**config.mk**
```make
export PLATFORM = sky130hd
export DESIGN_NAME = seven_segment_scanner
export DESIGN_NICKNAME = d
export VERILOG_FILES = /design/src/rtl/seg7_pkg.sv /design/src/rtl/seg7_decoder.sv /design/src/rtl/seven_segment_scanner.sv
export SDC_FILE = /design/constraint.sdc
export NUM_CORES = 1
export LEC_CHECK = 0
export CAP_MARGIN = 20
export CORE_MARGIN = 2
export CORE_UTILIZATION = 45
export CTS_CLUSTER_SIZE = 12
export DETAILED_ROUTE_END_ITERATION = 12
export GPL_TIMING_DRIVEN = 0
export PLACE_DENSITY = 0.66
export REMOVE_ABC_BUFFERS = 1
export SYNTH_ARGS = -nofsm -noshare
export SYNTH_HDL_FRONTEND = slang
export SYNTH_SLANG_ARGS = --single-unit
```
**constraint.sdc**
```tcl
create_clock -name clk -period 5.7 [get_ports clk]
set_input_delay 1.14 -clock clk [delete_from_list [all_inputs] [get_ports clk]]
set_output_delay 1.14 -clock clk [all_outputs]
set_load 0.05 [all_outputs]
```
**src/rtl/seg7_pkg.sv**
```systemverilog
// Shared types and segment patterns for the seven-segment scanner.
// Patterns are {a,b,c,d,e,f,g}, active-high, segment a in the MSB.
package seg7_pkg;

  localparam int unsigned SEG_W = 7;

  typedef logic [SEG_W-1:0] seg_t;

  localparam seg_t SEG_0     = 7'b1111110;
  localparam seg_t SEG_1     = 7'b0110000;
  localparam seg_t SEG_2     = 7'b1101101;
  localparam seg_t SEG_3     = 7'b1111001;
  localparam seg_t SEG_4     = 7'b0110011;
  localparam seg_t SEG_5     = 7'b1011011;
  localparam seg_t SEG_6     = 7'b1011111;
  localparam seg_t SEG_7     = 7'b1110000;
  localparam seg_t SEG_8     = 7'b1111111;
  localparam seg_t SEG_9     = 7'b1111011;
  localparam seg_t SEG_A     = 7'b1110111;
  localparam seg_t SEG_B     = 7'b0011111;
  localparam seg_t SEG_C     = 7'b1001110;
  localparam seg_t SEG_D     = 7'b0111101;
  localparam seg_t SEG_E     = 7'b1001111;
  localparam seg_t SEG_F     = 7'b1000111;
  localparam seg_t SEG_BLANK = 7'b0000000;

  typedef logic [3:0] nibble_t;

endpackage

```
**src/rtl/seg7_decoder.sv**
```systemverilog
// Combinational nibble to seven-segment decoder.
// SEG7_HEX_EN selects hex glyphs for 10..15; otherwise those values show blank.
module seg7_decoder
  import seg7_pkg::*;
(
  input  nibble_t value,
  output seg_t    seg
);

  always_comb begin
    seg = SEG_BLANK;
    case (value)
      4'h0:    seg = SEG_0;
      4'h1:    seg = SEG_1;
      4'h2:    seg = SEG_2;
      4'h3:    seg = SEG_3;
      4'h4:    seg = SEG_4;
      4'h5:    seg = SEG_5;
      4'h6:    seg = SEG_6;
      4'h7:    seg = SEG_7;
      4'h8:    seg = SEG_8;
      4'h9:    seg = SEG_9;
`ifdef SEG7_HEX_EN
      4'hA:    seg = SEG_A;
      4'hB:    seg = SEG_B;
      4'hC:    seg = SEG_C;
      4'hD:    seg = SEG_D;
      4'hE:    seg = SEG_E;
      4'hF:    seg = SEG_F;
`endif
      default: seg = SEG_BLANK;
    endcase
  end

endmodule

```
**src/rtl/seven_segment_scanner.sv**
```systemverilog
// Time-multiplexed seven-segment driver with a tear-free display register.
// Hex glyphs for 10..15 are enabled by defining SEG7_HEX_EN (see seg7_decoder).
module seven_segment_scanner
  import seg7_pkg::*;
#(
  parameter int unsigned DIGITS      = 4,
  parameter int unsigned REFRESH_DIV = 1000
) (
  input  logic                  clk,
  input  logic                  rst_n,
  input  logic [4*DIGITS-1:0]   data,
  input  logic [DIGITS-1:0]     dp_in,
  input  logic                  load,
  input  logic                  lz_blank,
  output seg_t                  seg,
  output logic                  dp,
  output logic [DIGITS-1:0]     an,
  output logic                  frame_done
);

  localparam int unsigned CntW = (REFRESH_DIV > 1) ? $clog2(REFRESH_DIV) : 1;
  localparam int unsigned IdxW = (DIGITS > 1) ? $clog2(DIGITS) : 1;
  localparam logic [CntW-1:0] CntMax = CntW'(REFRESH_DIV - 1);
  localparam logic [IdxW-1:0] IdxMax = IdxW'(DIGITS - 1);

  logic [CntW-1:0]     cnt_q, cnt_d;
  logic [IdxW-1:0]     idx_q, idx_d;
  logic                tick, frame_end;

  logic [4*DIGITS-1:0] pend_data_q, pend_data_d;
  logic [DIGITS-1:0]   pend_dp_q, pend_dp_d;
  logic                pend_v_q, pend_v_d;
  logic [4*DIGITS-1:0] disp_data_q, disp_data_d;
  logic [DIGITS-1:0]   disp_dp_q, disp_dp_d;

  nibble_t             digit_arr [DIGITS];
  nibble_t             cur_val;
  logic [DIGITS-1:0]   lz_mask;
  logic                zero_above;
  logic                blank;
  seg_t                dec_seg;
  logic [DIGITS-1:0]   an_d;

  seg_t                seg_q;
  logic                dp_q;
  logic [DIGITS-1:0]   an_q;
  logic                frame_end_q;
  logic                frame_done_q;

  // Prescaler and digit index
  always_comb begin
    tick      = (cnt_q == CntMax);
    frame_end = tick && (idx_q == IdxMax);
    cnt_d     = tick ? '0 : cnt_q + CntW'(1);
    idx_d     = idx_q;
    if (tick) begin
      idx_d = (idx_q == IdxMax) ? '0 : idx_q + IdxW'(1);
    end
  end

  // A load only reaches the display at a frame boundary, so a frame never mixes values.
  always_comb begin
    pend_data_d = pend_data_q;
    pend_dp_d   = pend_dp_q;
    pend_v_d    = pend_v_q;
    disp_data_d = disp_data_q;
    disp_dp_d   = disp_dp_q;
    if (frame_end) begin
      if (load) begin
        disp_data_d = data;
        disp_dp_d   = dp_in;
      end else if (pend_v_q) begin
        disp_data_d = pend_data_q;
        disp_dp_d   = pend_dp_q;
      end
      pend_v_d = 1'b0;
    end else if (load) begin
      pend_data_d = data;
      pend_dp_d   = dp_in;
      pend_v_d    = 1'b1;
    end
  end

  always_ff @(posedge clk or negedge rst_n) begin
    if (!rst_n) begin
      cnt_q       <= '0;
      idx_q       <= '0;
      pend_data_q <= '0;
      pend_dp_q   <= '0;
      pend_v_q    <= 1'b0;
      disp_data_q <= '0;
      disp_dp_q   <= '0;
    end else begin
      cnt_q       <= cnt_d;
      idx_q       <= idx_d;
      pend_data_q <= pend_data_d;
      pend_dp_q   <= pend_dp_d;
      pend_v_q    <= pend_v_d;
      disp_data_q <= disp_data_d;
      disp_dp_q   <= disp_dp_d;
    end
  end

  // lz_mask[i]: digit i and every digit above it are zero; digit 0 is never blanked.
  always_comb begin
    zero_above = 1'b1;
    lz_mask    = '0;
    for (int i = 0; i < int'(DIGITS); i++) begin
      digit_arr[i] = disp_data_q[4*i +: 4];
    end
    for (int i = int'(DIGITS) - 1; i >= 0; i--) begin
      zero_above = zero_above && (digit_arr[i] == 4'h0);
      lz_mask[i] = zero_above;
    end
    lz_mask[0] = 1'b0;
  end

  always_comb begin
    cur_val     = digit_arr[idx_q];
    blank       = lz_blank && lz_mask[idx_q];
    an_d        = '0;
    an_d[idx_q] = 1'b1;
  end

  seg7_decoder u_dec (
    .value (cur_val),
    .seg   (dec_seg)
  );

  // frame_done is delayed twice so it lines up with the first digit-0 slot on an.
  always_ff @(posedge clk or negedge rst_n) begin
    if (!rst_n) begin
      seg_q        <= SEG_BLANK;
      dp_q         <= 1'b0;
      an_q         <= '0;
      frame_end_q  <= 1'b0;
      frame_done_q <= 1'b0;
    end else begin
      seg_q        <= blank ? SEG_BLANK : dec_seg;
      dp_q         <= disp_dp_q[idx_q];
      an_q         <= an_d;
      frame_end_q  <= frame_end;
      frame_done_q <= frame_end_q;
    end
  end

  assign seg        = seg_q;
  assign dp         = dp_q;
  assign an         = an_q;
  assign frame_done = frame_done_q;

endmodule

```
; ---- Word-level counts from Yosys, hierarchy flattened
; Memories as Yosys holds them, arrays and structs flattened.
; Cells that the tools add are included.
[totals]
romBits = 112
in_bits = 24
mem_bits_rw = 0
n_memories = 1
wordCells = 52
latchBits = 0
regBits = 67
[classes]
n_mul = 0
n_div = 0
n_addsub = 2
reduce_logical = 12
magnitude_cmp = 3
n_eq_ne = 2
mux = 18
n_bitwise = 2
shifts = 0
[memory_table]
columns = name, depth, word_bits, rd, rd_ports_with_merged_regs, write_ports, line_no
row1 = (no name shown), 16, 7, 1, 0, 0, seg7_decoder.sv:12  ; case (value)
[ops]
columns = cell, count
row1 = $mux 16, 2
row2 = $mux 4, 4
row3 = $logic_not 4->1, 3
row4 = $add 10x1->10 const B, 1
row5 = $eq 10x10->1 const B, 1
row6 = $mux 10, 1
row7 = $bmux 4 s2, 1
row8 = $mux 7, 1
row9 = $logic_and 1x1->1, 5
row10 = $mux 1, 5
row11 = $bmux 1 s2, 2
row12 = $reduce_and 2->1, 2
row13 = $reduce_bool 2->1, 2
row14 = $ge 3x3->1 const B, 1
row15 = $lt 2x3->1 const B, 1
row16 = $not 2->3, 1
row17 = $add 2x1->2 const B, 1
row18 = $demux 1 s2, 1
row19 = $eq 2x2->1 const B, 1
row20 = $ge 2x1->1 const B, 1
row21 = $mux 2, 1
row22 = $not 1->1, 1

; ---- Longest topological paths before layout
; Gate-level depths: netlist of run 1.
[logic_depth]
ltp_word = 7
mapped_depth = 8
depth_no_buf = 7

; ---- By module
; From an unflattened synthesis of run 1, not the netlist that was laid out.
[hier_totals]
hier_cells = 240
area_unflattened_um2 = 3271.9
[modules_own_cells]
columns = module, area_each_um2, seq_area_each_um2, instances, cells_per_inst
row1 = seven_segment_scanner, 3052.9, 1676.6, 1, 212
row2 = seg7_decoder, 219.0, 0.0, 1, 28

; ---- Least setup slack after synthesis of run 1
; Ideal clock, no wire load.
[synth_timing]
kind = input port to flip-flop
from = input port load
to = register disp_data_q[0]
slack_ps = 3472
arrival_ps = 2101
cell_stages = 3
setup_time_ps = 128
t_required_ps = 5572
n_path_buf = 1
path_cell_list = clkbuf_1 mux2_2 mux2_1
[synth_via]
elab_chain_len = 2
elab_cells_between_ends = 3
classes_between = 1 x mux / 2 x reduce/logical
[synth_rtl]
columns = element, line_no
row1 = from (decl), seven_segment_scanner.sv:13  ; input logic load,
row2 = $reduce_bool 2->1 (no source line), --
row3 = $reduce_and 2->1 (no source line), --
row4 = to (signal assigned), seven_segment_scanner.sv:99  ; disp_data_q <= disp_data_d;
row5 = to (decl), seven_segment_scanner.sv:33  ; logic [4*DIGITS-1:0] disp_data_q, disp_data_d;
; Several ways; a longest one is shown, not always the timed one.
; A chain may end at the register's enable or synchronous reset.

; ---- Worst setup path in the final report of run 1
[layout_timing]
from = input port load
to = register disp_data_q[14]
; The elaborated chain is that of the path after synthesis.

==> impl_metrics.yaml, run 1 <==
cells_and_area:
  nets: 303
  fin_area_um2: 3772
  post-route-util_pct: 55.52
  drive_above_1_share_pct: 25.27
  fillers: 575
  synthToLayoutAreaGrowth_pct: 19.69
  seqCellArea_um2: 1677
  final_cell_count_no_fill: 369
  diodes: 0
  multiInputGateArea_um2: 1375
placement:
  gp_routability_congestion: 0.8186
  place_area_um2: 3578
  pre_cts_ws_ns: 2.147
  dp_cells: 354
  io_buffers: 36
  place_hpwl_mm: 3.547
grt:
  antenna_found_initial: 0
  track_usage_pct: 15.80
  grt_overflow: 0
  grt_start_max_net_pins: 68
  grt_pass1_wl_mm: 9.287
  grt_pass1_vias: 1938
synthesis:
  yosysWarningCount: 0
  synth_cell_type_count: 38
  syn_avg_cell_area_um2: 13.59
  ys.flop_type: "dfrtp_1"
  synth_common_cells: "dfrtp_1 (67), mux2_2 (41), mux2_1 (20), a21oi_1 (11), ha_1 (10)"
  synth_top_cell_area_share_pct: 53.20
  ys_ff_latch: 67
  async_flop_share_pct: 100.0
  synthTopCellsByArea: "dfrtp_1 (53%), mux2_2 (15%), mux2_1 (7.1%)"
  ys_seq_area_share_pct: 53.20
  syn_area_um2: 3152
  synth_most_common_cell: "dfrtp_1"
  syn_inst: 232
  yosys.area.top_type: "dfrtp_1"
  synth_edf_count: 0
timing:
  relSlewSlack_pct: 30.96
  holdWs_ns: 0.3484
  rsz0062_at_grt: "no"
  setup_viol: 0
  finClkSkew_ns: 0.008664
  finalCritPeriodShare_pct: 55.54
  setup_tns_ns: 0
  fmax_ghz: 0.3159
  fin_crit_ns: 3.166
  hold_violations: 0
  tightest_slew_ns: 1.032
  slew_violations: 0
  fin_ws_ns: 2.534
hold_path:
  worstHoldStart: "frame_end_q"
  min_to: "frame_done"
  holdPathStages: 0
  min_path_type: "flip-flop to flip-flop"
drt:
  initialDrtViolationCount: 48
  via_per_inst: 5.160
  finalWirelength_mm: 5.342
  ant_nets: 0
  vias: 1904
  wl_per_cell_um: 14.48
  drc: 0
  first_pass_iters: 4
flow_run:
  cap_violations: 0
power_and_ir_drop:
  power_uw: 949.5
  swShare_pct: 20.77
  switchingPower_uw: 197.2
  pwr-share-clk_pct: 40.9
  static-leakage-power_nw: 1.608
  seqPwrFrac_pct: 52.2
  p_int_uw: 752.3
  peakVddDrop_mv: 0.09034
  combPwrFrac_pct: 6.9
  cellPowerDensity_nw_per_um2: 251.7
critical_path:
  crit_path_max_fanout: 22
  r2r_setup_slack_ns: 3.21
  r2r-start: "cnt_q[0]"
  ff2ff_path_depth: 5
  path_class: "input port to flip-flop"
  r2r_end: "pend_data_q[14]"
  crit_arrival_ns: 3.38
  crit_required_ns: 5.91
  endpoint_kind: "flip-flop"
  startpoint_type: "input port"
floorplanning:
  fp.coreArea_um2: 6794
  die_width_um: 87.69
  rows: 30
  io_pins: 37
  die_h_um: 87.69
  start_util_pct: 46.39
  design.die.area_um2: 7690
clock_tree:
  cts_sinks: 67
  cts_tree: "done"
  insertion_delay_ns: 0.33
  cts_buffers: 9
  post_cts_buffers: 0
  root_buffer: "clkbuf_8"
  cts_resized: 0
  clkTransAtPathRegs_ns: 0.07
  cts-htree-levels: 3
  cts_hold_buf: 0
  cts.path.max_buffers: 2
outcome:
  status: "finished clean"
state kept, by name, summed over array words and instances, names as in the netlist, 2 cells and up:
register     count
an               4
disp_dp_q        4
seg              7
idx_q            2
pend_data_q     16
cnt_q           10
disp_data_q     16
pend_dp_q        4
worst max-delay path: stages:
cell	delay, ns
clkdlybuf4s50_1	1.15
nor2_1	0.22
nor3b_4	0.28
buf_8	0.22
mux2_1	0.35
per-layer routing:
| metal | vias to the layer above | share of wire (%) | global-route usage [%] |
|---|---|---|---|
| met5 | - | 0 | 0 |
| met2 | 36 | 48 | 24.72 |
| li1 | 905 | - | - |
| met1 | 958 | 48 | 20.72 |
| met4 | 0 | 1.4 | 8.671 |
| met3 | 5 | 3.1 | 3.110 |
kinds of logic after synthesis:
| family | after synthesis | synth area share, % |
|---|---|---|
| flops | 67 | 53.20 |
| mux | 70 | 26.80 |
| xor+xnor | 5 | 1.390 |
| fa+ha+maj | 10 | 3.970 |
| buf+inv | 20 | 3.374 |
| simple gates | 34 | 5.995 |
| compound gates | 26 | 5.280 |
power groups by stage:
stage,combinational [mW],sequential [mW],clock (mW)
finish,0.0651,0.496,0.389
global route,0.0722,0.497,0.419
CTS,0.0669,0.496,0.401
detailed placement,0.0667,0.505,0
global placement,0.0664,0.504,0
floorplan,0.0322,0.503,0
cell usage in the layout (no fill, tap or decap), drive strengths merged:
cell           synthesis  layout
a21bo                  1       1
a21boi                 1       1
a21oi                 12      12
a311oi                 1       1
a31oi                  1       1
and2                   1       1
buf                    7       2
bufinv                 0       1
clkbuf                 4      13
clkdlybuf4s50          0      35
clkinv                 0       1
dfrtp                 67      67
ha                    10      10
inv                    9       9
mux2                  62      62
mux2i                  3       3
mux4                   5       5
nand2                  6       6
nand2b                 1       1
nand3                  6       6
nand4                  1       1
nor2                   9       9
nor2b                  1       1
nor3                   2       2
nor3b                  1       1
nor4                   4       4
o21ai                  7       7
o31ai                  1       1
o32a                   1       1
o41ai                  1       1
or3                    2       2
xnor2                  3       3
xor2                   2       2
worst max path at each step:
| stage | startpoint | to | slack (ns) |
|---|---|---|---|
| 6_report | load | disp_data_q[14] | 2.53 |
| 4_1_cts | load | disp_data_q[14] | 2.51 |
| 5_1_grt | load | disp_data_q[3] | 2.33 |
| 3_3_place_gp | rst_n | cnt_q[9] | 1.25 |
| 2_1_floorplan | cnt_q[0] | disp_data_q[0] | 3.08 |
| 3_5_place_dp | load | disp_data_q[14] | 2.15 |
layout make-up:
cell class	count	area share [%]
Sequential cell	67	44.44
Multi-Input combinational cell	145	36.45
Timing Repair Buffer	37	9.884
Clock buffer	13	4.212
Tap cell	96	3.184
Clock inverter	2	0.9287
Inverter	9	0.8955
(Power assumes the default switching activity.)
==> run 2, diff against run 1 <==
--- a/config.mk
+++ b/config.mk
@@ -11,7 +11,7 @@
 export CTS_CLUSTER_SIZE = 12
 export DETAILED_ROUTE_END_ITERATION = 12
 export GPL_TIMING_DRIVEN = 0
-export PLACE_DENSITY = 0.66
+export PLACE_DENSITY = 0.69
 export REMOVE_ABC_BUFFERS = 1
 export SYNTH_ARGS = -nofsm -noshare
 export SYNTH_HDL_FRONTEND = slang
==> constraint.sdc (replaced) <==
create_clock -name clk -period 2.7 [get_ports clk]
set_input_delay 0.54 -clock clk [delete_from_list [all_inputs] [get_ports clk]]
set_output_delay 0.54 -clock clk [all_outputs]
set_load 0.05 [all_outputs]
==> run 2 against run 1 <==
Critical path depth did not move. Non-clock buffer count rose by 4. Routed wire length fell by 3.2%. Count of clock-buffer cells in the layout fell by 1. Critical path type unchanged. Largest power group unchanged.
==> impl_metrics.yaml, run 2 (synthesized netlist as in run 1, its figures left out) <==
grt:
  grt_pass1_vias: 1845
  grt_start_max_net_pins: 68
  antenna_found_initial: 0
  track_usage_pct: 15.02
  grt_overflow: 0
  grt_pass1_wl_mm: 8.783
placement:
  io_buffers: 36
  dp_cells: 354
  gp_routability_congestion: 0.7628
  place_hpwl_mm: 3.401
  place_area_um2: 3578
timing:
  fmax_ghz: 0.4178
  fin_crit_ns: 2.393
  relSlewSlack_pct: 35.13
  finClkSkew_ns: 0.007520
  tightest_slew_ns: 0.9730
  slew_violations: 0
  holdWs_ns: 0.3015
  rsz0062_at_grt: "no"
  hold_violations: 0
  finalCritPeriodShare_pct: 88.64
  setup_viol: 0
cells_and_area:
  fin_area_um2: 3835
  synthToLayoutAreaGrowth_pct: 21.68
  most-common-layout-cells: "dfrtp_1 (67), mux2_2 (41), clkdlybuf4s50_1 (34), mux2_1 (20)"
  drive_above_1_share_pct: 26.98
  nets: 307
  mostFrequentLayoutCell: "dfrtp_1"
  top_regs: "disp_data_q x16, pend_data_q x16, cnt_q x10"
  diodes: 0
  final_cell_count_no_fill: 374
  fillers: 585
hold_path:
  min_path_type: "input port to async pin"
drt:
  initialDrtViolationCount: 69
  drc: 0
  ant_nets: 0
  first_pass_iters: 4
  finalWirelength_mm: 5.169
  vias: 1937
  via_per_inst: 5.179
  wl_per_cell_um: 13.82
critical_path:
  r2r-start: "cnt_q[4]"
  endpoint_kind: "flip-flop"
  crit_path_max_fanout: 22
  crit_arrival_ns: 2.60
  path_class: "input port to flip-flop"
  ff2ff_path_depth: 6
  crit_required_ns: 2.91
  startpoint_type: "input port"
  r2r_setup_slack_ns: 0.48
  r2r_end: "disp_data_q[6]"
floorplanning:
  io_pins: 37
  die_h_um: 87.69
  design.die.area_um2: 7690
  rows: 30
  fp.coreArea_um2: 6794
  die_width_um: 87.69
  start_util_pct: 46.39
power_and_ir_drop:
  cellPowerDensity_nw_per_um2: 553.1
  power_mw: 2.121
  peakVddDrop_mv: 0.2683
  static-leakage-power_nw: 1.644
clock_tree:
  cts-htree-levels: 3
  cts_hold_buf: 0
  cts_sinks: 67
  cts_tree: "done"
  cts.path.max_buffers: 2
  insertion_delay_ns: 0.33
  cts_buffers: 9
  clkTransAtPathRegs_ns: 0.07
  root_buffer: "clkbuf_8"
flow_run:
  cap_violations: 0
outcome:
  status: "finished clean"
## run 2: worst max-delay path: stages
cell           delay [ns]
dlygate4sd2_1        0.84
nor2_1               0.21
nor3b_4              0.43
buf_8                0.22
mux2_1               0.34
## run 2: timing repair
item | CTS | global route
pin swaps | 0 | 1
endpoints found under the setup margin | 15 | 14
gates resized for setup | 1 | 0
cloned | 0 | 0
buffers inserted | 0 | 4
## run 2: layer usage
layer | vias to the layer above | GRT usage [%] | routed length [um]
li1 | 911 | - | -
met1 | 981 | 20.71 | 2596
met2 | 39 | 22.38 | 2385
met3 | 6 | 3.864 | 133
met4 | 0 | 6.853 | 54
met5 | - | 0 | 0
## run 2: final cells by class
cell class	instances	area (um2)	share of cell area [%]
Clock inverter	4	72.57	1.892
Inverter	9	33.78	0.8809
Clock buffer	12	155.1	4.046
Tap cell	96	120.1	3.132
Multi-Input combinational cell	145	1375	35.86
Timing Repair Buffer	41	401.6	10.47
Sequential cell	67	1677	43.72
## run 2: how the worst max path moves through the flow
stage               slack (ns)  cells after the start         endpoint  startpoint
floorplan                 0.08                      5   disp_data_q[0]    cnt_q[0]
global placement         -1.15                      1  pend_data_q[13]       rst_n
detailed placement       -0.38                      5   disp_data_q[1]        load
CTS                       0.15                      6   disp_data_q[6]    cnt_q[0]
global route              0.10                      5   disp_data_q[6]        load
finish                    0.31                      5   disp_data_q[6]        load
## run 2: metrics by stage
step	util (%)	worst slack (ns)	setup TNS (ns)
final	56.45	0.3066	0
after global routing	56.45	0.1033	0
after CTS	56.00	0.1474	0
after detailed placement	52.67	-0.3805	-9.261
after global placement	52.39	-1.153	-99.54
after floorplan	-	0.08150	0
## run 2: report_power, final
part           switching, mW  internal (mW)
registers             0.0125           1.03
logic                 0.0526         0.0821
clock network          0.371          0.570
total                  0.436           1.68
==> run 3, diff against run 2 <==
--- a/config.mk
+++ b/config.mk
@@ -6,12 +6,14 @@
 export NUM_CORES = 1
 export LEC_CHECK = 0
 export CAP_MARGIN = 20
+export CELL_PAD_IN_SITES_DETAIL_PLACEMENT = 1
+export CELL_PAD_IN_SITES_GLOBAL_PLACEMENT = 1
 export CORE_MARGIN = 2
-export CORE_UTILIZATION = 45
+export CORE_UTILIZATION = 41
 export CTS_CLUSTER_SIZE = 12
 export DETAILED_ROUTE_END_ITERATION = 12
 export GPL_TIMING_DRIVEN = 0
-export PLACE_DENSITY = 0.69
+export PLACE_DENSITY_LB_ADDON = 0.1
 export REMOVE_ABC_BUFFERS = 1
 export SYNTH_ARGS = -nofsm -noshare
 export SYNTH_HDL_FRONTEND = slang
==> run 3 against run 2 <==
Global-route usage grew 1.2 points. Via count grew 0.72%. Routed wire length up 20%. Combinational power is 4% higher. Fmax increased by 6.5%.
==> impl_metrics.yaml, run 3 (synthesized netlist as in run 1, its figures left out) <==
outcome:
  status: "finished clean"
floorplanning:
  rows: 31
  design.die.area_um2: 8404
  die_width_um: 91.68
  fp.coreArea_um2: 7331
  start_util_pct: 42.99
  io_pins: 37
  die_h_um: 91.68
cells_and_area:
  final_cell_count_no_fill: 379
  fillers: 741
  multiInputGateArea_um2: 1375
  drive_above_1_share_pct: 26.79
  most-common-layout-cells: "dfrtp_1 (67), mux2_2 (41), clkdlybuf4s50_1 (34), mux2_1 (20), clkbuf_8 (12)"
  nets: 309
  seqCellArea_um2: 1677
  top_regs: "disp_data_q x16, pend_data_q x16, cnt_q x10"
  post-route-util_pct: 52.55
  synthToLayoutAreaGrowth_pct: 22.23
  diodes: 0
  mostFrequentLayoutCell: "dfrtp_1"
grt:
  grt_pass1_vias: 2024
  track_usage_pct: 16.21
  grt_pass1_wl_mm: 10.34
  grt_overflow: 0
  grt_start_max_net_pins: 68
  antenna_found_initial: 0
timing:
  fin_crit_ns: 2.248
  fmax_ghz: 0.4448
  slew_violations: 0
  hold_violations: 0
  tightest_slew_ns: 0.8572
  holdWs_ns: 0.2844
  finalCritPeriodShare_pct: 83.26
  setup_viol: 0
  rsz0062_at_grt: "no"
  finClkSkew_ns: 0.007116
  relSlewSlack_pct: 42.85
clock_tree:
  insertion_delay_ns: 0.35
  root_buffer: "clkbuf_8"
  cts_sinks: 67
  cts-htree-levels: 3
  cts_tree: "done"
  cts_buffers: 9
  clkTransAtPathRegs_ns: 0.07
  cts_hold_buf: 0
  cts.path.max_buffers: 2
drt:
  vias: 1951
  via_per_inst: 5.148
  initialDrtViolationCount: 92
  finalWirelength_mm: 6.207
  ant_nets: 0
  wl_per_cell_um: 16.38
  first_pass_iters: 4
  drc: 0
power_and_ir_drop:
  p_int_mw: 1.621
  switchingPower_uw: 433.1
  static-leakage-power_nw: 1.653
  cellPowerDensity_nw_per_um2: 533.3
  pwr-share-clk_pct: 42.2
  swShare_pct: 21.08
  combPwrFrac_pct: 6.8
  peakVddDrop_mv: 0.2889
  seqPwrFrac_pct: 50.9
critical_path:
  r2r-start: "cnt_q[0]"
  endpoint_kind: "flip-flop"
  crit_path_max_fanout: 16
  crit_required_ns: 2.93
  setup.worst_path.start: "cnt_q[0]"
  startpoint_type: "flip-flop"
  crit_arrival_ns: 2.48
  path_class: "flip-flop to flip-flop"
placement:
  io_buffers: 36
  gp_routability_congestion: 0.7362
  dp_cells: 357
  place_hpwl_mm: 3.932
flow_run:
  cap_violations: 0
hold_path:
  min_path_type: "input port to async pin"
run 3: changes by cell type in the layout (fill, tap and decap cells not counted):
cell        change
buf_16          +1
buf_4           +1
bufinv_16       -1
clkbuf_1        +2
clkbuf_8        +1
clkinv_2        -1
clkinvlp_4      -1
run 3: per-layer routing:
layer  global-route usage, %  wire length (um)  vias up
met3                   6.327               254       12
met4                   5.682                84        0
met1                   20.83              2773      990
li1                        -                 -      911
met2                   25.00              3095       38
met5                       0                 0        -
run 3: critical path, stage by stage (launching register included):
cell and delay [ns]:
dfrtp_1 0.37, ha_1 0.22, nand2_2 0.12, nor4_4 0.23
buf_4 0.20, nor3b_4 0.45, buf_16 0.21, mux2_1 0.33
run 3: path summary, 6_finish.rpt:
path	slack [ns]	cells past startpoint	end
setup / recovery	0.45	7	disp_data_q[3]
hold / removal	0.28	1	seg[6]
setup reg to reg	0.45	7	disp_data_q[3]
hold reg to reg	0.36	0	frame_done
max in group asynchronous	1.84	1	cnt_q[1]
min in group clk	0.36	0	frame_done
run 3: power by group through the flow:
stage	registers, mW	logic, mW	clock network [mW]
2_1_floorplan	1.06	0.0680	0
3_3_place_gp	1.06	0.142	0
3_5_place_dp	1.07	0.142	0
4_1_cts	1.05	0.142	0.895
5_1_grt	1.05	0.155	0.941
6_report	1.05	0.140	0.868
run 3: layout make-up:
| cell class | count | share of cell area [%] |
|---|---|---|
| Multi-Input combinational cell | 145 | 35.69 |
| Tap cell | 99 | 3.215 |
| Clock buffer | 15 | 4.579 |
| Inverter | 9 | 0.8769 |
| Timing Repair Buffer | 43 | 11.33 |
| Clock inverter | 1 | 0.7795 |
| Sequential cell | 67 | 43.52 |
run 3: through the flow:
stage | power [mW] | worst slack (ns) | area (um2) | TNS (ns)
after detailed placement | 1.207 | -0.5335 | 3595 | -14.19
after global placement | 1.205 | -1.273 | 3563 | -110.99
after global routing | 2.145 | 0.2972 | 3852 | 0
final | 2.055 | 0.4520 | 3852 | 0
after floorplan | 1.130 | 0.08150 | 3079 | 0
after CTS | 2.083 | 0.03680 | 3800 | 0
run 3: timing repair:
item                       CTS  global route
setup endpoints to repair   16            36
gates resized for setup      1             0
buffers inserted             0             5
pin swaps                    0             1
